[src/rtl/fdma_wr_arb4.sv]
// ---------------------------------------------------------------------------
// fdma_wr_arb4
// Four-channel round-robin write arbiter in front of a single FDMA write
// master. One channel at a time is granted through O_cs; the granted
// channel's request/address/size/data are muxed onto the FDMA, and the FDMA
// busy/valid strobes are routed back to that channel only.
//
// Optional feature macro: FDMA_ARB_STAT_EN
//   defined   : per-channel 32-bit completed-burst counters on O_burst_cnt
//   undefined : counters not built, O_burst_cnt tied to 0
//
// Ports
//   I_ui_clk, I_ui_rstn   clock, synchronous active-low reset
//   I_ch_en[3:0]          channel enable mask (disabled channels never granted)
//   O_cs[3:0]             registered one-hot grant, high only while granting
//   I_ch_wareq/waddr/wsize/wdata   per-channel request bundle (ch k at k*W +: W)
//   O_ch_wbusy/O_ch_wvalid         per-channel return strobes
//   O_fdma_*              muxed request to the FDMA
//   I_fdma_wbusy/wvalid   strobes from the FDMA
//   O_gnt_idx             current or last granted channel
//   O_burst_cnt[127:0]    per-channel completed-burst counters
// ---------------------------------------------------------------------------
module fdma_wr_arb4 #(
    parameter int AXI_DATA_WIDTH = 128,
    parameter int AXI_ADDR_WIDTH = 32
) (
    input  logic                        I_ui_clk,
    input  logic                        I_ui_rstn,
    input  logic [3:0]                  I_ch_en,
    output logic [3:0]                  O_cs,
    input  logic [3:0]                  I_ch_wareq,
    input  logic [4*AXI_ADDR_WIDTH-1:0] I_ch_waddr,
    input  logic [4*16-1:0]             I_ch_wsize,
    input  logic [4*AXI_DATA_WIDTH-1:0] I_ch_wdata,
    output logic [3:0]                  O_ch_wbusy,
    output logic [3:0]                  O_ch_wvalid,
    output logic [AXI_ADDR_WIDTH-1:0]   O_fdma_waddr,
    output logic                        O_fdma_wareq,
    output logic [15:0]                 O_fdma_wsize,
    output logic [AXI_DATA_WIDTH-1:0]   O_fdma_wdata,
    input  logic                        I_fdma_wbusy,
    input  logic                        I_fdma_wvalid,
    output logic [1:0]                  O_gnt_idx,
    output logic [4*32-1:0]             O_burst_cnt
);

    // state   | meaning
    // S_IDLE  | scan enables round-robin from gnt+1, pick the next channel
    // S_GRANT | cs asserted, waiting for the channel's wareq (or enable drop)
    // S_WBUSY | request forwarded, waiting for the FDMA to raise wbusy
    // S_BURST | burst in progress, done when wbusy falls
    typedef enum logic [1:0] {S_IDLE, S_GRANT, S_WBUSY, S_BURST} state_t;

    state_t     r_state, w_state_nxt;
    logic [1:0] r_gnt, w_gnt_nxt;
    logic [3:0] r_cs;
    logic [1:0] w_cand;

    always_ff @(posedge I_ui_clk) begin
        if (!I_ui_rstn) begin
            r_state <= S_IDLE;
            r_gnt   <= 2'd3;    // channel 0 is scanned first after reset
            r_cs    <= 4'b0000;
        end else begin
            r_state <= w_state_nxt;
            r_gnt   <= w_gnt_nxt;
            r_cs    <= (w_state_nxt == S_GRANT) ? (4'b0001 << w_gnt_nxt) : 4'b0000;
        end
    end

    always_comb begin
        w_state_nxt = r_state;
        w_gnt_nxt   = r_gnt;
        w_cand      = r_gnt;
        case (r_state)
            S_IDLE: begin
                // Walk offsets 4..1 so the smallest offset (gnt+1) wins;
                // offset 4 is gnt itself, considered last.
                for (int i = 4; i >= 1; i--) begin
                    w_cand = r_gnt + 2'(i);
                    if (I_ch_en[w_cand]) begin
                        w_gnt_nxt   = w_cand;
                        w_state_nxt = S_GRANT;
                    end
                end
            end
            S_GRANT: begin
                if (I_ch_wareq[r_gnt])
                    w_state_nxt = S_WBUSY;
                else if (!I_ch_en[r_gnt])
                    w_state_nxt = S_IDLE;   // abort; pointer already advanced
            end
            S_WBUSY: begin
                if (I_fdma_wbusy)
                    w_state_nxt = S_BURST;
            end
            S_BURST: begin
                if (!I_fdma_wbusy)
                    w_state_nxt = S_IDLE;
            end
            default: w_state_nxt = S_IDLE;
        endcase
    end

    always_comb begin
        O_fdma_waddr = '0;
        O_fdma_wsize = '0;
        O_fdma_wdata = '0;
        for (int k = 0; k < 4; k++) begin
            if (r_gnt == 2'(k)) begin
                O_fdma_waddr = I_ch_waddr[k*AXI_ADDR_WIDTH +: AXI_ADDR_WIDTH];
                O_fdma_wsize = I_ch_wsize[k*16 +: 16];
                O_fdma_wdata = I_ch_wdata[k*AXI_DATA_WIDTH +: AXI_DATA_WIDTH];
            end
        end
    end

    // Non-granted channels see busy=1 so their wready stays low.
    always_comb begin
        O_fdma_wareq = 1'b0;
        O_ch_wvalid  = 4'b0000;
        O_ch_wbusy   = 4'b1111;
        if (r_state != S_IDLE) begin
            O_fdma_wareq       = I_ch_wareq[r_gnt];
            O_ch_wvalid[r_gnt] = I_fdma_wvalid;
            O_ch_wbusy[r_gnt]  = I_fdma_wbusy;
        end
    end

    assign O_cs      = r_cs;
    assign O_gnt_idx = r_gnt;

`ifdef FDMA_ARB_STAT_EN
    logic [31:0] r_burst_cnt [4];
    logic        w_burst_done;

    // Only a real burst completion counts; aborted grants never reach S_BURST.
    assign w_burst_done = (r_state == S_BURST) && !I_fdma_wbusy;

    always_ff @(posedge I_ui_clk) begin
        if (!I_ui_rstn) begin
            for (int k = 0; k < 4; k++)
                r_burst_cnt[k] <= 32'd0;
        end else if (w_burst_done) begin
            r_burst_cnt[r_gnt] <= r_burst_cnt[r_gnt] + 32'd1;
        end
    end

    for (genvar g = 0; g < 4; g++) begin : g_cnt_out
        assign O_burst_cnt[g*32 +: 32] = r_burst_cnt[g];
    end
`else
    assign O_burst_cnt = '0;
`endif

endmodule

[config.mk]
export PLATFORM = sky130hd
export DESIGN_NAME = fdma_wr_arb4
export DESIGN_NICKNAME = d
export VERILOG_FILES = /design/src/rtl/fdma_wr_arb4.sv
export SDC_FILE = /design/constraint.sdc
export NUM_CORES = 1
export LEC_CHECK = 0
export ABC_AREA = 1
export CORE_AREA = 3 3 406 408
export DETAILED_ROUTE_END_ITERATION = 16
export DIE_AREA = 0 0 409 411
export PLACE_DENSITY = 0.34
export SKIP_CTS_REPAIR_TIMING = 1
export SYNTH_ARGS = -nofsm -noshare
export SYNTH_HDL_FRONTEND = slang
export SYNTH_SLANG_ARGS = --single-unit
[constraint.sdc]
create_clock -name I_ui_clk -period 4.4 [get_ports I_ui_clk]
set_clock_uncertainty 0.2 [all_clocks]
set_input_delay 0.88 -clock I_ui_clk [delete_from_list [all_inputs] [get_ports I_ui_clk]]
set_output_delay 0.88 -clock I_ui_clk [all_outputs]
set_load 0.01 [all_outputs]
# Yosys cells after proc, flatten, opt, wreduce, memory -nomap -nowiden

Cells that the tools add are included.

Add/sub/neg operators: 3
Order comparisons: 5
Equal/unequal tests: 7
Shifts and indexed selects: 1
Multiplexer cells: 40
Bitwise operators: 3
Reduce and logical (&&, ||, !) cells: 5

Operator list:

| operator              | number |
|---|---|
| $mux W128             | 4 |
| $mux W32              | 4 |
| $mux W16              | 4 |
| $mux W2               | 12 |
| $lt A2 B3 Y1 const B  | 4 |
| $bmux W1 S2           | 5 |
| $eq A2 B2 Y1 const B  | 4 |
| $mux W4               | 2 |
| $pmux W2 S4           | 1 |
| $mux W1               | 7 |
| $eq A2 B1 Y1 const B  | 3 |
| $add A2 B2 Y2 const B | 2 |
| $and A4 B4 Y4         | 1 |
| $logic_not A2 Y1      | 2 |
| $not A4 Y4            | 1 |
| $or A4 B4 Y4          | 1 |
| $shl A1 B2 Y4 const A | 1 |
| $add A2 B1 Y2 const B | 1 |
| $demux W1 S2          | 1 |
| $ge A2 B1 Y1 const B  | 1 |
| $reduce_and A2 Y1     | 1 |
| $reduce_bool A2 Y1    | 1 |
| $logic_and A1 B1 Y1   | 1 |

Flip-flop bits (word level): 8
Bits of input ports: 716
Output and inout bits: 319
Word-level logic and storage cells: 67

# Longest topological paths before layout

Gate-level depths: netlist of run 1.

Depth after elaboration: 9
Gate-level depth with buffers: 13
Gate-level depth less buffers: 12

# Worst setup path before layout of run 1

No wires, ideal clock.

Kind: register to output
From: register r_gnt[1], in the netlist O_gnt_idx[1]
To: output O_fdma_waddr[11]
Arrival time: 1764 ps
Data required time: 3320 ps
Path slack: 1556 ps
Cell stages (with the launch flop): 9
Path buffers: 3
Cells stage by stage: dfxtp_1 inv_1 ha_1 buf_6 nor2_8 buf_6 buf_4 a221oi_1 o31ai_1

Cells in the longest elaborated chain, start to end: 5
Elaborated cells on any way between the ends: 8
Those cells by class: 3 x eq/ne; 4 x mux; 1 x reduce/logical

RTL lines:

| what                     | line | source |
|---|---|---|
| start: declaration       | 55   | `logic [1:0] r_gnt, w_gnt_nxt;` |
| start signal: assignment | 66   | `r_gnt <= w_gnt_nxt;` |
| $logic_not A2 Y1         | 110  | `if (r_gnt == 2'(k)) begin` |
| $mux W32 (3 in series)   | 110  |  |
| $mux W32 *               | 110  |  |
| end: declaration         | 37   | `output logic [AXI_ADDR_WIDTH-1:0] O_fdma_waddr,` |

Mark *: on every way between the ends. The rest lies on a longest branch, timed or not.

# Worst setup path after layout of run 1

From: register r_gnt[0], in the netlist O_gnt_idx[0]
To: output O_fdma_wdata[112]

Cells in the longest elaborated chain, start to end: 5
Elaborated cells on any way between the ends: 8
Those cells by class: 3 x eq/ne; 4 x mux; 1 x reduce/logical

RTL lines:

| what                    | line | source |
|---|---|---|
| $logic_not A2 Y1        | 110  |  |
| $mux W128 (3 in series) | 110  |  |
| $mux W128 *             | 110  |  |
| end: declaration        | 40   | `output logic [AXI_DATA_WIDTH-1:0] O_fdma_wdata,` |

Marked as above.

==> reports/results.ini, run 1 <==
[power]
clkPwrFrac_pct=1.4
power_leakage_uw=0.00693
pwr-share-comb_pct=97.3
p_switching_uw=5860
p_seq_share_pct=1.3
intPower_uw=4850
worst_ir_drop_vdd_mv=0.210
power_density_nw_per_um2=540
swShare_pct=54.7

[clock_network]
clock_sinks=8
cts_made_buffers=3
cts.htree.levels=1
clk_path_buf_depth=2
cts_tree=built
cts_root_buf=clkbuf_16
clk_latency_ps=230
clkTransAtPathRegs_ps=40

[sta]
finalSetupTns_ps=0
timing.fmax_mhz=237
worst_pin_slew_ps=752
maxSlewHeadroom_pct=49.5
grt_setup_unrepaired=false
worst_slack_ps=182
drv_slew=0
setup_viol=0
hold_violations=0
finalCritPeriodShare_pct=95.9
period_minus_slack_ps=4220
whs_ps=463

[die]
row_count=148
start_util_pct=4.72
fp.dieW_um=409
dieHeight_um=411
ioPinCount=1035
die_area_um2=168000
coreArea_um2=162000

[drt]
post-route-drc-count=0
drt-total-wl_mm=107
dr.pass1.iters=7
drt_iter0_markers=791
vias=11900
ant_nets=0
wire_per_inst_um=26.1
routed_via_density=2.91

[synth]
yosys.area_share.simple_pct=22.0
ys_ff_latch=8
synth_edf_count=0
synth.yosys.seq_area_share_pct=2.09
yosys_warnings=0
muxShareOfSynthArea_pct=0
synthXorXnorAreaFrac_pct=0
synth.cell_area_um2=7650
synth_cell_type_count=27
synth.top_cells.by_count=nand2_1, nor2_1, buf_4
synthTopCellsByArea=a221oi_2, o31ai_2, buf_4
synth.top_cell.area_share_pct=21.6
synth_compound_area_share_pct=53.3
synth_area_per_cell_um2=7.25
yosys.area_share.adder_pct=0.654
synthFlopType=dfxtp_1
syn_inst=1056
yosys.area.top_type=a221oi_2
synth_top_family_by_area=compound AO/OA/AOI/OAI gates
async_reset_ff_share_pct=0
synth.most_common_cell=nand2_1

[layout]
drive_gt1_share_pct=20.4
area_delta_synth_final_pct=159
design_area_um2=19800
finalNetCount=2637
final_cells=4105

[placement]
gp_congestion=0.848
portBuffers=906
dp_slack_ps=219
dpl.hpwl_mm=96.4
dpl_cell_area_um2=19700
dpl.cell_count=4087

[global_routing]
grt_max_degree=66
grt_pass1_vias=12000
gr-total-overflow=0
grt_pass1_wl_mm=134
grt_use_total_pct=11.9
antenna_found_initial=66

[job]
drv_cap=0

[setup_path]
crit_fanout=30
r2r_setup_slack_ps=2040
r2r-start=O_gnt_idx[0]
arrival_ps=3140
path_class=flop to output pin
startpoint=O_gnt_idx[0]
endpoint_kind=output pin
required_ps=3320
startpoint_type=flop

[hold_path]
hp-start=r_state[1]
min_path_type=flop to flop

[status]
status=finished, final reports clean

## flip-flops by register name, indices dropped and copies added (netlist names)
signal     flops
O_gnt_idx      2
O_cs           4
r_state        2
## logic make-up after synthesis
kind of cell | Yosys count
buffers and inverters | 261
DFF | 8
AOI/OAI and AO/OA | 357
adders and majority gates | 4
and+or+nand+nor | 425
other | 1
## power by group through the flow
stage	logic [uW]	registers (uW)	clock network [uW]
floorplan	4220	130	0
global placement	10800	139	0
detailed placement	10700	140	0
CTS	10800	139	158
global route	11100	143	161
finish	10400	138	153
## worst max-delay path, cell delays in order, from the launching register on
cell and delay [ps]:
dfxtp_1 740, inv_8 120, ha_1 310, inv_1 190, nor2_8 60, buf_12 150
a221oi_2 600, o31ai_2 90, clkdlybuf4s50_1 500
## layout make-up
| type | instances | area, um2 |
|---|---|---|
| Tap cell | 2175 | 2720 |
| Clock buffer | 3 | 75.1 |
| Timing Repair Buffer | 976 | 10400 |
| Multi-Input combinational cell | 914 | 6340 |
| Antenna cell | 15 | 37.5 |
| Inverter | 14 | 67.6 |
| Fill cell | 18700 | 142000 |
| Sequential cell | 8 | 160 |
## metrics by stage
| stage | power (uW) | utilization (%) |
|---|---|---|
| detailed placement | 10900 | 12.2 |
| CTS | 11100 | 12.2 |
| finish | 10700 | 12.2 |
| global placement | 10900 | 12.2 |
| global route | 11400 | 12.2 |
| floorplan | 4350 | - |
## cells in the final DEF (no fill, tap or decap), types with 3 or more instances in the layout
master / count
inv_1: 11
buf_12: 84
nor2_1: 187
a221oi_1: 66
dfxtp_1: 8
nand2_2: 12
nand2_1: 207
clkdlybuf4s50_1: 822
a221oi_2: 110
clkbuf_16: 3
buf_4: 70
diode_2: 15
nor3_1: 3
o31ai_1: 76
nand3_1: 10
ha_4: 3
conb_1: 128
o31ai_2: 101
## routing by layer
metal	track usage (%)	share of wire, %	vias to the layer above
met5	0	0.14	-
met4	0.632	0.88	22
met3	3.09	6.9	102
met2	21.7	51	595
met1	14.6	41	5784
li1	-	-	5435
## final timing paths
kind / cells after the start / endpoint
worst max-delay path: 8 / O_fdma_wdata[112]
worst min-delay path: 4 / r_state[0]
worst max register to register: 10 / O_cs[0]
worst min register to register: 4 / r_state[0]
No activity file was read; power rests on OpenSTA's default activity.
==> run 2, diff against run 1 <==
--- a/config.mk
+++ b/config.mk
@@ -6,10 +6,12 @@
 export NUM_CORES = 1
 export LEC_CHECK = 0
 export ABC_AREA = 1
-export CORE_AREA = 3 3 406 408
+export CORE_AREA = 3 3 396 398
 export DETAILED_ROUTE_END_ITERATION = 16
-export DIE_AREA = 0 0 409 411
-export PLACE_DENSITY = 0.34
+export DIE_AREA = 0 0 399 401
+export DONT_BUFFER_PORTS = 1
+export GPL_TIMING_DRIVEN = 0
+export PLACE_DENSITY = 0.3
 export SKIP_CTS_REPAIR_TIMING = 1
 export SYNTH_ARGS = -nofsm -noshare
 export SYNTH_HDL_FRONTEND = slang
==> reports/results.ini, run 2 (synthesized netlist as in run 1, its figures left out) <==
[status]
status=finished, final reports clean

[die]
start_util_pct=4.98  ; +0.26 points
fp.dieW_um=399  ; -2.4%
die_area_um2=160000  ; -4.8%
dieHeight_um=401  ; -2.4%
row_count=144  ; -2.7%
coreArea_um2=154000  ; -5.1%
ioPinCount=1035  ; unchanged

[drt]
routed.top_layer=met5
dr.pass1.iters=5  ; -2
drt-total-wl_mm=115  ; +7.3%
ant_nets=0  ; unchanged
route.met2.wl_mm=58.2  ; +7.0%
met1_length_mm=43.6  ; -1.4%
route.met3.wl_mm=9.35  ; +27%
routed_via_density=2.96  ; +1.7%
vias=9618  ; -19%
post-route-drc-count=0  ; unchanged
drt_iter0_markers=721  ; -8.8%
wire_per_inst_um=35.3  ; +35%

[placement]
dpl.hpwl_mm=106  ; +9.9%
portBuffers=0  ; -100%
gp_congestion=1.03  ; +22%
dpl_cell_area_um2=10900  ; -45%

[sta]
finalSetupTns_ps=0  ; unchanged
drv_slew=0  ; unchanged
worst_pin_slew_ps=1410  ; +655 ps
maxSlewHeadroom_pct=6.19  ; -43 points
period_minus_slack_ps=4240  ; +24.7 ps
setup_viol=0  ; unchanged
finalCritPeriodShare_pct=96.4  ; +0.56 points
grt_setup_unrepaired=true
hold_violations=0  ; unchanged
timing.fmax_mhz=236  ; -0.58%

[global_routing]
grt_pass1_vias=9438  ; -21%
gr-total-overflow=0  ; unchanged
antenna_found_initial=45  ; -32%
grt_max_degree=11  ; -83%
grt_pass1_wl_mm=135  ; +1.1%
grt_use_total_pct=13.5  ; +1.6 points

[power]
power_density_nw_per_um2=740  ; +37%
power_leakage_uw=0.00388  ; -44%
worst_ir_drop_vdd_mv=0.291  ; +38%

[clock_network]
cts_root_buf=clkbuf_16
cts_made_buffers=3  ; unchanged
cts_tree=built
clk_path_buf_depth=2  ; unchanged
clk_latency_ps=230  ; about the same
clock_sinks=8  ; unchanged
cts.htree.levels=1  ; unchanged
clkTransAtPathRegs_ps=40  ; about the same

[setup_path]
arrival_ps=3160  ; +20 ps
required_ps=3320  ; about the same
endpoint_kind=output pin
crit_slowest_cell=a221oi_2
crit_fanout=10  ; -67%
r2r_setup_slack_ps=2320  ; +280 ps
path_class=flop to output pin
path_cells=buf_6 -> inv_8 -> ha_1 -> inv_1 -> nor2_8 -> buf_6 -> buf_6 -> a221oi_2 -> o31ai_2
crit_path_max_incr_delay_ps=790  ; +50 ps
r2r-start=O_gnt_idx[0]
startpoint_type=flop
reg2reg_to=O_gnt_idx[0]
reg2reg_depth=13  ; +3
crit_top_cell=buf_6

[job]
drv_cap=0  ; unchanged

[layout]
multi_input_area_um2=6760  ; +6.6%
area_delta_synth_final_pct=48.3
finalNetCount=1913  ; -27%
layout_commonest_cell=nand2_1
final_cell_mix=nand2_1, nor2_1, buf_4
final.fill_count=18200  ; -3.0%
largest_reg_flops=4  ; unchanged
seq_area_um2=161  ; +0.78%
drive_gt1_share_pct=41.0  ; +21 points
design_area_um2=11400  ; -43%

[hold_path]
holdPathStages=4  ; unchanged
min_path_type=flop to flop
hp-start=r_state[1]
whs_endpoint=r_state[0]

## run 2: through the flow
stage	setup WS, ps	utilization [%]	cells	power, uW	hold WS, ps
after detailed placement	-347	7.07	3232	8240	464
after global placement	-995	6.96	3227	8080	468
final	157	7.39	3252	8400	453
after floorplan	1560	-	1183	4350	402
after CTS	-599	7.12	3235	8410	471
after global routing	-49.1	7.38	3247	8950	503
## run 2: worst max-delay path by stage
stage          slack [ps]  cells after the start    startpoint                end
6_report              160                      9  O_gnt_idx[0]  O_fdma_wdata[121]
5_1_grt               -50                      4  O_gnt_idx[0]    O_fdma_wdata[1]
4_1_cts              -600                      8  O_gnt_idx[0]    O_fdma_wdata[4]
3_5_place_dp         -350                      8  O_gnt_idx[0]    O_fdma_wdata[4]
3_3_place_gp        -1000                      8  O_gnt_idx[0]    O_fdma_wdata[4]
2_1_floorplan        1560                      8  O_gnt_idx[1]   O_fdma_waddr[11]
## run 2: where the power goes
group	switching [uW]	internal (uW)	total, uW
Combinational	6160	1940	8100
Sequential	39.3	102	142
Clock	36.1	117	153
Total	6230	2160	8400
## run 2: layout make-up
cell class | instances | share of cell area, %
Antenna cell | 17 | 0.375
Buffer | 247 | 14.7
Clock buffer | 3 | 0.661
Inverter | 14 | 0.529
Multi-Input combinational cell | 914 | 59.5
Sequential cell | 8 | 1.42
Tap cell | 2044 | 22.5
Timing Repair Buffer | 5 | 0.331
## run 2: metal layers
| metal | vias to the layer above | GRT usage [%] |
|---|---|---|
| li1 | 3985 | - |
| met1 | 4772 | 15.7 |
| met2 | 719 | 24.2 |
| met3 | 122 | 3.30 |
| met4 | 20 | 3.74 |
| met5 | - | 0 |
## run 2: critical path, delay by kind of cell, from the launching register on
kind | cells | cell delay, ps
AO/OA/AOI/OAI | 2 | 970
adder cells (fa/ha/maj) | 1 | 220
buffers and inverters | 5 | 1070
flip-flops | 1 | 490
AND/OR/NAND/NOR | 1 | 100
==> run 3, diff against run 2 <==
--- a/config.mk
+++ b/config.mk
@@ -6,12 +6,14 @@
 export NUM_CORES = 1
 export LEC_CHECK = 0
 export ABC_AREA = 1
-export CORE_AREA = 3 3 396 398
+export CELL_PAD_IN_SITES_DETAIL_PLACEMENT = 2
+export CELL_PAD_IN_SITES_GLOBAL_PLACEMENT = 2
+export CORE_AREA = 8 8 402 404
 export DETAILED_ROUTE_END_ITERATION = 16
-export DIE_AREA = 0 0 399 401
+export DIE_AREA = 0 0 410 412
 export DONT_BUFFER_PORTS = 1
 export GPL_TIMING_DRIVEN = 0
-export PLACE_DENSITY = 0.3
+export PLACE_DENSITY = 0.33
 export SKIP_CTS_REPAIR_TIMING = 1
 export SYNTH_ARGS = -nofsm -noshare
 export SYNTH_HDL_FRONTEND = slang
==> reports/results.ini, run 3 (synthesized netlist as in run 1, its figures left out) <==
[status]
status=finished, violations left
failed_checks=setup timing

[setup_path]
reg2reg_to=O_cs[1]
path_class=flop to output pin
reg2reg_depth=10  ; -3
r2r_setup_slack_ps=1980  ; -340 ps
crit_fanout=10  ; unchanged
r2r-start=O_gnt_idx[1]
arrival_ps=3330  ; +170 ps
startpoint_type=flop
endpoint_kind=output pin
required_ps=3320  ; about the same

[placement]
dpl.cell_count=3247  ; +0.46%
dpl.hpwl_mm=107  ; +0.80%
gp_congestion=0.876  ; -15%
dp_slack_ps=-923  ; -576 ps
portBuffers=0  ; unchanged

[drt]
drt-total-wl_mm=116  ; +0.90%
post-route-drc-count=0  ; unchanged
wire_per_inst_um=35.6  ; +0.65%
dr.pass1.iters=6  ; +1
drt_iter0_markers=521  ; -28%
vias=9659  ; +0.43%
routed_via_density=2.96  ; +0.18%
ant_nets=0  ; unchanged

[sta]
worst_pin_slew_ps=1340  ; -66.3 ps
timing.fmax_mhz=227  ; -3.7%
grt_setup_unrepaired=true
finalCritPeriodShare_pct=100  ; +3.7 points
period_minus_slack_ps=4410  ; +163 ps
hold_violations=0  ; unchanged
worst_slack_ps=-5.35  ; -163 ps
maxSlewHeadroom_pct=10.6  ; +4.4 points
setup_viol=1  ; +1
drv_slew=0  ; unchanged

[layout]
seq_area_um2=160  ; -0.78%
finalNetCount=1914  ; +0.052%
post-route-util_pct=7.53  ; +0.14 points
multi_input_area_um2=7040  ; +4.2%
final.fill_count=18500  ; +2.1%
final_cell_mix=nand2_1, nor2_1, buf_4
largest_reg_flops=4  ; unchanged
area_delta_synth_final_pct=52.6
final_cells=3260  ; +0.25%
drive_gt1_share_pct=41.8  ; +0.80 points
layout_commonest_cell=nand2_1

[clock_network]
cts_root_buf=clkbuf_16
clkTransAtPathRegs_ps=40  ; about the same
clk_latency_ps=230  ; about the same
cts_tree=built
clk_path_buf_depth=2  ; unchanged
cts_made_buffers=3  ; unchanged
cts.htree.levels=1  ; unchanged
clock_sinks=8  ; unchanged

[power]
worst_ir_drop_vdd_mv=0.194  ; -33%
power_density_nw_per_um2=775  ; +4.8%
power_leakage_uw=0.00395  ; +1.8%

[die]
row_count=145  ; +0.69%
die_area_um2=169000  ; +5.6%
ioPinCount=1035  ; unchanged
start_util_pct=4.93  ; -0.046 points
dieHeight_um=412  ; +2.7%
coreArea_um2=155000  ; +0.93%
fp.dieW_um=410  ; +2.8%

[hold_path]
hp-start=r_state[1]
min_path_type=flop to flop
whs_endpoint=r_state[0]
holdPathStages=4  ; unchanged

[global_routing]
grt_pass1_vias=10700  ; +13%
grt_pass1_wl_mm=140  ; +3.6%
antenna_found_initial=20  ; -56%
gr-total-overflow=0  ; unchanged
grt_use_total_pct=12.7  ; -0.78 points
grt_max_degree=11  ; unchanged

[job]
drv_cap=0  ; unchanged

## run 3: per-layer routing
metal / global-route usage, % / part of all wire (%)
met5: 0 / 0.062
met4: 1.13 / 1.6
met3: 3.96 / 8.6
met2: 23.0 / 50
met1: 15.2 / 39
## run 3: per-stage QoR
step	power (uW)	setup TNS, ps	cell area, um2	hold WS (ps)
after floorplan	4350	0	8130	402
after global placement	8370	-26990	10700	469
after detailed placement	8730	-13270	10900	478
after CTS	8890	-36550	11000	493
after global routing	9630	-436	11700	522
final	9050	-5.35	11700	476
## run 3: area by class of cell
type | count | share of cell area [%]
multi-input combinational | 914 | 60.2
tap | 2058 | 22.0
buffer | 247 | 14.2
sequential | 8 | 1.37
timing repair buffer | 6 | 0.728
clock buffer | 3 | 0.643
inverter | 14 | 0.514
antenna | 10 | 0.214
## run 3: worst max-delay path, cell delays in order (launching register included)
cell,delay [ps]
dfxtp_1,430
ha_1,330
buf_2,320
clkdlybuf4s15_1,890
o31ai_2,1090
## run 3: worst max path at each step
stage | startpoint | end | slack, ps | depth (start not counted)
floorplan | O_gnt_idx[1] | O_fdma_waddr[11] | 1560 | 8
global route | O_gnt_idx[1] | O_fdma_wsize[1] | -100 | 4
global placement | O_gnt_idx[0] | O_fdma_wdata[4] | -1190 | 8
detailed placement | O_gnt_idx[1] | O_fdma_wdata[10] | -920 | 6
finish | O_gnt_idx[1] | O_fdma_wdata[124] | -5 | 4
CTS | O_gnt_idx[1] | O_fdma_wdata[10] | -1170 | 6
## run 3: where the power goes
part	internal, uW	switching (uW)
Clock	117	33.5
Combinational	2080	6680
Sequential	102	40.7
